===== src/rtl/tone_seq_detector.sv =====
// tone_seq_detector: measures square-wave half-periods, qualifies 1/2/3/4 kHz tones and recognises the 1K-2K-3K-4K-silence chime
//   clk        system clock
//   rst        synchronous active-low reset
//   en         enable, low holds the block in its reset state
//   melody_in  asynchronous square-wave tone line
//   tone_id    0 = none/silence, 1..4 = qualified 1K..4K tone
//   tone_valid high while tone_id holds a qualified tone
//   silent     high while no edge has been seen for SILENCE_CYC cycles
//   detected   one-cycle pulse when the full chime is recognised
//   seq_err    one-cycle pulse on an out-of-order tone or early silence
module tone_seq_detector #(
  parameter int unsigned HALF_1K     = 50_000,
  parameter int unsigned HALF_2K     = 25_000,
  parameter int unsigned HALF_3K     = 16_667,
  parameter int unsigned HALF_4K     = 12_500,
  parameter int unsigned TOL_SHIFT   = 4,
  parameter int unsigned MIN_HALVES  = 8,
  parameter int unsigned SILENCE_CYC = 1_000_000
) (
  input  logic       clk,
  input  logic       rst,
  input  logic       en,
  input  logic       melody_in,
  output logic [2:0] tone_id,
  output logic       tone_valid,
  output logic       silent,
  output logic       detected,
  output logic       seq_err
);
  typedef enum logic [2:0] {IDLE, S1, S2, S3, S4} state_t;
  state_t state, state_n;
  logic s0, s1, s2, armed, tv_q, sil_q, det_n, err_n;
  logic clr, edge_w, smp, hit, qual;
  logic [31:0] hp, run, run_n, sample;
  logic [2:0] prev, cls;
  function automatic logic in_win(input logic [31:0] s, input logic [31:0] h);
    return (s + (h >> TOL_SHIFT) >= h) && (s <= h + (h >> TOL_SHIFT));
  endfunction
  assign clr    = !rst || !en;
  assign edge_w = s1 ^ s2;
  assign smp    = edge_w && armed;
  assign hit    = !edge_w && hp == SILENCE_CYC - 1;
  assign sample = hp + 32'd1;
  assign cls    = in_win(sample, HALF_1K) ? 3'd1 :
                  in_win(sample, HALF_2K) ? 3'd2 :
                  in_win(sample, HALF_3K) ? 3'd3 :
                  in_win(sample, HALF_4K) ? 3'd4 : 3'd0;
  assign run_n  = (cls != 3'd0 && cls == prev) ? ((run == MIN_HALVES) ? run : run + 32'd1)
                                               : {31'd0, cls != 3'd0};
  assign qual   = run_n == MIN_HALVES;
  always_ff @(posedge clk) begin
    if (clr) begin
      {s0, s1, s2} <= '0;
      hp           <= '0;
      armed        <= 1'b0;
      silent       <= 1'b1;
      tone_valid   <= 1'b0;
      tone_id      <= 3'd0;
      prev         <= 3'd0;
      run          <= '0;
      tv_q         <= 1'b0;
      sil_q        <= 1'b1;
      state        <= IDLE;
      detected     <= 1'b0;
      seq_err      <= 1'b0;
    end else begin
      s0       <= melody_in;
      s1       <= s0;
      s2       <= s1;
      hp       <= edge_w ? '0 : (hp == SILENCE_CYC) ? hp : hp + 32'd1;
      tv_q     <= tone_valid;
      sil_q    <= silent;
      state    <= state_n;
      detected <= det_n;
      seq_err  <= err_n;
      if (edge_w) begin
        armed  <= 1'b1;
        silent <= 1'b0;
      end
      if (smp) begin
        prev       <= cls;
        run        <= run_n;
        tone_valid <= qual;
        tone_id    <= qual ? cls : 3'd0;
      end else if (hit) begin
        armed      <= 1'b0;
        silent     <= 1'b1;
        tone_valid <= 1'b0;
        tone_id    <= 3'd0;
        prev       <= 3'd0;
        run        <= '0;
      end
    end
  end
  always_comb begin
    state_n = state;
    det_n   = 1'b0;
    err_n   = 1'b0;
    if (silent && !sil_q) begin
      state_n = IDLE;
      det_n   = state == S4;
      err_n   = state != IDLE && state != S4;
    end else if (tone_valid && !tv_q) begin
      if (state == IDLE) state_n = tone_id == 3'd1 ? S1 : IDLE;
      else if (tone_id == state) state_n = state;
      else if (state != S4 && tone_id == state + 3'd1) state_n = state_t'(state + 3'd1);
      else begin
        err_n   = 1'b1;
        state_n = tone_id == 3'd1 ? S1 : IDLE;
      end
    end
  end
endmodule


===== config.mk =====
export PLATFORM = sky130hd
export DESIGN_NAME = tone_seq_detector
export DESIGN_NICKNAME = d
export VERILOG_FILES = /design/src/rtl/tone_seq_detector.sv
export SDC_FILE = /design/constraint.sdc
export NUM_CORES = 1
export LEC_CHECK = 0
export ABC_CLOCK_PERIOD_IN_PS = 5300
export CORE_ASPECT_RATIO = 0.6
export CORE_MARGIN = 5
export CORE_UTILIZATION = 55
export DETAILED_ROUTE_END_ITERATION = 10
export PLACE_DENSITY = 0.74
export SLEW_MARGIN = 20
export SYNTH_ARGS = -nofsm -noshare
export SYNTH_HDL_FRONTEND = slang
export SYNTH_SLANG_ARGS = --single-unit

===== constraint.sdc =====
create_clock -name clk -period 5.3 [get_ports clk]
set_input_delay 0.795 -clock clk [delete_from_list [all_inputs] [get_ports clk]]
set_output_delay 0.795 -clock clk [all_outputs]
set_load 0.005 [all_outputs]

# Word level (Yosys, flattened, before mapping)
# Cells that the tools add are included.
[totals]
register_bits = 83
input_bits = 4
word_cells = 97
[op_classes]
add_sub_neg = 7
order_cmp = 8
n_eq_ne = 11
mux = 29
bitwise_logic = 2
n_reduce_logical = 25
[op_table]
columns = ["operator", "count"]
rows = [
  ["$mux W32", 4],
  ["$add A32 B1 Y32 const B", 2],
  ["$add A32 B11 Y32 const B", 2],
  ["$eq A32 B20 Y1 const B", 2],
  ["$eq A32 B4 Y1 const B", 2],
  ["$ge A32 B15 Y1 const B", 2],
  ["$le A32 B15 Y1 const B", 2],
  ["$mux W3", 11],
  ["$add A32 B10 Y32 const B", 1],
  ["$add A32 B12 Y32 const B", 1],
  ["$ge A32 B14 Y1 const B", 1],
  ["$ge A32 B16 Y1 const B", 1],
  ["$le A32 B14 Y1 const B", 1],
  ["$le A32 B16 Y1 const B", 1],
  ["$mux W1", 14],
  ["$logic_and A1 B1 Y1", 11],
  ["$eq A3 B3 Y1", 3],
  ["$reduce_bool A3 Y1", 2],
  ["$reduce_or A2 Y1", 3],
  ["$logic_not A1 Y1", 5],
  ["$add A3 B1 Y3 const B", 1],
  ["$eq A3 B1 Y1 const B", 1],
  ["$eq A3 B3 Y1 const B", 1],
  ["$logic_not A3 Y1", 1],
  ["7 further kinds", 7],
]

# Logic depth before layout (Yosys ltp)
[depth]
ltp_word = 14
ltp_mapped = 20
depth_no_buf = 17

# Least setup slack after synthesis
# No wires, ideal clock.
[synth_path]
path_kind = "reg2reg"
start = "reg hp[0]"
end = "reg tone_id[1]"
arrival_time_ns = 4.628
required_ns = 5.183
setup_slack_ns = 0.554
stages_incl_launch_ff = 20
cell_sequence = "dfxtp_1 > clkbuf_1 > inv_1 > ha_1 > ha_1 > inv_1 > o22ai_1 > o2111ai_1 > a211o_1 > a21o_1 > buf_2 > or4_1 > a211oi_1 > a2bb2oi_2 > nand4_2 > a22o_1 > or3_1 > buf_2 > and4_4 > a32o_1"
[synth_via]
elab_chain_cells = 14
elab_cells_between_ends = 31
classes_between = "5 x add/sub; 8 x order compare; 3 x eq/ne; 7 x mux; 8 x reduce/logical"
[synth_lines]
columns = ["item", "line_no", "text"]
rows = [
  ["from (decl)", "34", "logic [31:0] hp, run, run_n, sample;"],
  ["from (signal assigned)", "70", "hp <= edge_w ? '0 : (hp == SILENCE_CYC) ? hp : hp + 32'd1;"],
  ["$add A32 B1 Y32 *", "43", "assign sample = hp + 32'd1;"],
  ["via sample[0]", "34", ""],
  ["$add A32 B10 Y32", "37", "return (s + (h >> TOL_SHIFT) >= h) && (s <= h + (h >> TOL_SHIFT));"],
  ["$ge A32 B14 Y1", "37", ""],
  ["$logic_and A1 B1 Y1", "37", ""],
  ["$mux W3", "47", "in_win(sample, HALF_4K) ? 3'd4 : 3'd0;"],
  ["$mux W3", "46", "in_win(sample, HALF_3K) ? 3'd3 :"],
  ["$mux W3", "45", "in_win(sample, HALF_2K) ? 3'd2 :"],
  ["$mux W3 *", "44", "assign cls = in_win(sample, HALF_1K) ? 3'd1 :"],
  ["$eq A3 B3 Y1 or $reduce_bool A3 Y1 (tied branches)", "48, 49", ""],
  ["$logic_and A1 B1 Y1", "48", "assign run_n = (cls != 3'd0 && cls == prev) ? ((run == MIN_HALVES) ? run : run + 32'd1)"],
  ["$mux W32", "48", ""],
  ["$eq A32 B4 Y1", "50", "assign qual = run_n == MIN_HALVES;"],
  ["$mux W3 *", "84", "tone_id <= qual ? cls : 3'd0;"],
  ["$mux W3 *", "80", "if (smp) begin"],
  ["to (signal assigned)", "84", ""],
  ["to (decl)", "24", "output logic [2:0] tone_id,"],
]
# The timed path passes the listed nets; every way through them passes the cells marked *.
# A chain may end at the register's enable or synchronous reset.

# Worst setup path after layout
[layout_path]
start = "reg hp[1]"
end = "reg tone_id[1]"
[layout_via]
elab_chain_cells = 14
elab_cells_between_ends = 31
classes_between = "5 x add/sub; 8 x order compare; 3 x eq/ne; 7 x mux; 8 x reduce/logical"
[layout_lines]
columns = ["item", "line_no"]
rows = [
  ["$add A32 B1 Y32", "43"],
  ["$add A32 B10 Y32", "37"],
  ["$ge A32 B14 Y1", "37"],
  ["$logic_and A1 B1 Y1", "37"],
  ["$mux W3", "47"],
  ["$mux W3", "46"],
  ["$mux W3", "45"],
  ["$mux W3", "44"],
  ["$eq A3 B3 Y1 or $reduce_bool A3 Y1 (tied branches)", "48, 49"],
  ["$logic_and A1 B1 Y1", "48"],
  ["$mux W32", "48"],
  ["$eq A32 B4 Y1", "50"],
  ["$mux W3", "84"],
  ["$mux W3", "80"],
]
# Parallel ways exist; a longest one is shown, timed or not.

==> summary.txt <==
Status
  – Outcome: finished, final reports clean

Yosys
  – Most frequent cell after synthesis: nor2_1
  – Synth top area share: 18.9%
  – Syn nets: 1227
  – Leading area contributor after synthesis: dfxtp_1
  – FFs w/ async S/R, synth: 0%
  – Post-synth EDFFs: 0
  – Cells after synthesis: 1210
  – Dominant cells by area after synthesis: dfxtp_1, xnor2_1, nand3_1
  – Syn Std Cell Area: 8770 um^2
  – YS warnings: 0
  – Syn avg cell area: 7.25 um^2
  – Top_reg_cell synth: dfxtp_1
  – Sequential fraction of the synthesis area: 18.9%
  – Synth Register Bits: 83
  – Synth top cells by count: nor2_1, nand3_1, nand2_1
  – Unique masters post-synth: 92

Routing
  – DR vias/cell: 7.14
  – Pre-Repair DR Iteration Count: 6
  – DRT antenna net count: 0
  – Initial DRC count: 2014
  – Vias: 10394
  – Final WL: 35000 um
  – Routed len/inst: 24.1 um
  – # DRC: 0

Placed design
  – Port Buf Inserts: 10
  – Placed standard-cell area: 9510 um^2
  – RD Place Congestion: 1.07
  – DP HPWL: 27200 um

Clock tree
  – Clock Path Buffers: 2
  – Hold_buf cts: 0
  – Clock Sinks: 83
  – CTS tree: done
  – Worst-Skew Late Latency: 0.35 ns
  – CTS H-Tree Depth: 3
  – CTS root buf: clkbuf_16
  – Clock transition at path regs: 0.09 ns
  – Clock buffer count from CTS: 9

Setup path
  – Reg2reg path depth: 14
  – CP arrival: 5.41 ns
  – Critical path endpoint category: flop
  – Worst Setup Start Kind: flop
  – Reg-to-reg slack, setup: 0.12 ns
  – Worst EP required: 5.53 ns
  – RR Endpoint: tone_id[1]$_SDFFE_PP0P_
  – Max FO, Critical Path: 12
  – RR Startpoint: hp[1]$_SDFFE_PP0P_
  – Setup CP Type: flop to flop

Timing
  – Final setup vio count: 0
  – WHS: 0.498 ns
  – Final Cycle Share: 97.7%
  – Clk_skew: 0.0175 ns
  – Worst Tran Pin Value: 1.09 ns
  – Tmin final: 5.18 ns
  – Final Hold Fails: 0
  – Relative slew margins: 26.8%
  – Fmax: 193 MHz
  – Max-slew violations: 0

Layout
  – Share of cells above drive strength 1: 15.4%
  – Layout area overhead: 13.1%
  – Final-stage net count: 1264
  – Final instance area: 9920 um^2
  – Diode count: 0

Global route
  – Initial antenna violation count: 0
  – Largest net degree at the start of global routing: 53
  – Grt total ovfl: 0
  – GRT Overall Usage: 36.2%
  – Vias in the first global route: 8807
  – First-pass GRT wire length: 52800 um

Min path
  – Worst Hold Path EP: s1$_SDFF_PP0_
  – Worst min-delay path startpoint: s0$_SDFF_PP0_
  – Worst min-delay path class: flop to flop
  – Hold path depth: 1

Floorplan
  – Std cell rows: 35
  – Initial core utilization: 56.6%
  – Die X: 173 um
  – Num ports: 11
  – Height of the die: 108 um
  – Core box area: 15500 um^2
  – Die Footprint: 18700 um^2

Flow run
  – Maxcap violations: 0

Pwr
  – Pwr dens: 136 nW/um^2
  – Maximum VDD drop: 163 uV
  – Leakage: 0.00337 uW
-- cell families (layout without fill, tap and decap cells) --
kind of cell | count (synthesis) | after routing | share of synthesized area, %
AO/OA/AOI/OAI | 296 | 296 | 24.0
flip-flops | 83 | 83 | 18.9
buffers and inverters | 122 | 164 | 5.96
adder cells (fa/ha/maj) | 13 | 13 | 1.85
multiplexers | 28 | 28 | 3.22
AND/OR/NAND/NOR | 591 | 591 | 37.9
XOR/XNOR | 77 | 77 | 8.03
-- critical path, stage by stage, from the launching register on --
cell and delay [ns]:
dfxtp_1 0.45, ha_2 0.35, nand4_4 0.24, or3_1 0.48
a221oi_1 0.45, nand3_1 0.24, a21oi_2 0.52, a21oi_1 0.14
a2111oi_0 0.58, and4_1 0.33, nand3_1 0.15, a22o_1 0.25
or3_1 0.42, and4_4 0.26, a32o_1 0.21
-- stage by stage --
step | worst slack [ns] | TNS [ns] | cells | util [%] | total power, uW
2_1_floorplan | 0.554 | 0 | 1210 | - | 667
3_3_place_gp | 0.102 | 0 | 1435 | 61.3 | 682
3_5_place_dp | 0.126 | 0 | 1435 | 61.3 | 683
4_1_cts | 0.0167 | 0 | 1451 | 63.3 | 1350
5_1_grt | -0.0458 | -0.210 | 1455 | 64.0 | 1380
6_report | 0.120 | 0 | 1455 | 64.0 | 1350
-- worst max path at each step --
stage	from	end	slack [ns]	cells after the start
finish	hp[1]$_SDFFE_PP0P_	tone_id[1]$_SDFFE_PP0P_	0.12	14
global route	hp[1]$_SDFFE_PP0P_	run[24]$_SDFFE_PP0P_	-0.05	18
CTS	hp[1]$_SDFFE_PP0P_	tone_id[1]$_SDFFE_PP0P_	0.02	14
detailed placement	hp[1]$_SDFFE_PP0P_	tone_id[2]$_SDFFE_PP0P_	0.13	14
global placement	hp[1]$_SDFFE_PP0P_	tone_id[1]$_SDFFE_PP0P_	0.10	14
floorplan	hp[0]$_SDFFE_PP0P_	tone_id[1]$_SDFFE_PP0P_	0.55	19
-- sequential cells by signal (all words and copies together), names as in the netlist, 3 cells and up --
| signal | cells |
|---|---|
| state | 3 |
| tone_id | 3 |
| hp | 32 |
| run | 32 |
| prev | 3 |
-- final cells by class --
class,instances,area [um^2]
fill,1397,5590
clock inverter,7,81.3
tap,203,254
sequential,83,1660
multi-input combinational,1005,6660
timing repair buffer,114,906
inverter,34,128
clock buffer,9,225
-- cell usage in the layout, fill, tap and decap left out, types with 7 or more instances in the layout --
| cell type | Yosys | layout |
|---|---|---|
| or2_2 | 9 | 9 |
| a2111oi_0 | 7 | 7 |
| buf_4 | 6 | 102 |
| and4_1 | 12 | 10 |
| nor4_1 | 38 | 36 |
| o211ai_1 | 16 | 16 |
| or3_1 | 18 | 18 |
| xnor2_1 | 55 | 53 |
| nor3_1 | 42 | 41 |
| nor4b_1 | 9 | 9 |
| o21ai_1 | 10 | 10 |
| o22ai_1 | 15 | 15 |
| nor4_2 | 5 | 7 |
| nor2b_1 | 13 | 13 |
| nand2b_1 | 8 | 8 |
| ha_1 | 13 | 12 |
| o31a_1 | 10 | 10 |
| nand4_1 | 50 | 50 |
| dfxtp_1 | 83 | 81 |
| mux2i_1 | 26 | 25 |
| a211o_1 | 9 | 9 |
| nor2_1 | 114 | 113 |
| clkbuf_16 | 0 | 9 |
| a21oi_1 | 50 | 49 |
| nand2_1 | 86 | 86 |
| and3_1 | 27 | 27 |
| a21o_1 | 7 | 7 |
| clkdlybuf4s50_1 | 0 | 10 |
| a31oi_1 | 34 | 33 |
| and2_1 | 13 | 13 |
| or4_1 | 14 | 13 |
| nand3_1 | 92 | 91 |
| xor2_1 | 18 | 18 |
| a211oi_1 | 19 | 19 |
| o21ai_0 | 39 | 39 |
| inv_1 | 34 | 34 |
-- per-layer routing --
| metal | GRT usage (%) | share of wire [%] | vias to the layer above |
|---|---|---|---|
| met1 | 55.6 | 46 | 4779 |
| li1 | - | - | 4685 |
| met4 | 3.87 | 1.1 | 5 |
| met3 | 21.5 | 20 | 63 |
| met5 | 3.06 | 0.37 | - |
| met2 | 41.7 | 32 | 862 |
-- where the power goes --
group	internal [uW]	leakage, uW	switching [uW]	total (uW)
registers	624	0.000670	1.28	626
clock network	338	0.000150	342	680
logic	14.1	0.00255	30.7	44.8
-- what timing repair did --
item,CTS,global route
buffers inserted,0,4
endpoints found under the setup margin,0,36
gates resized for setup,0,19
Note: power is estimated with default switching activity, not from simulation.
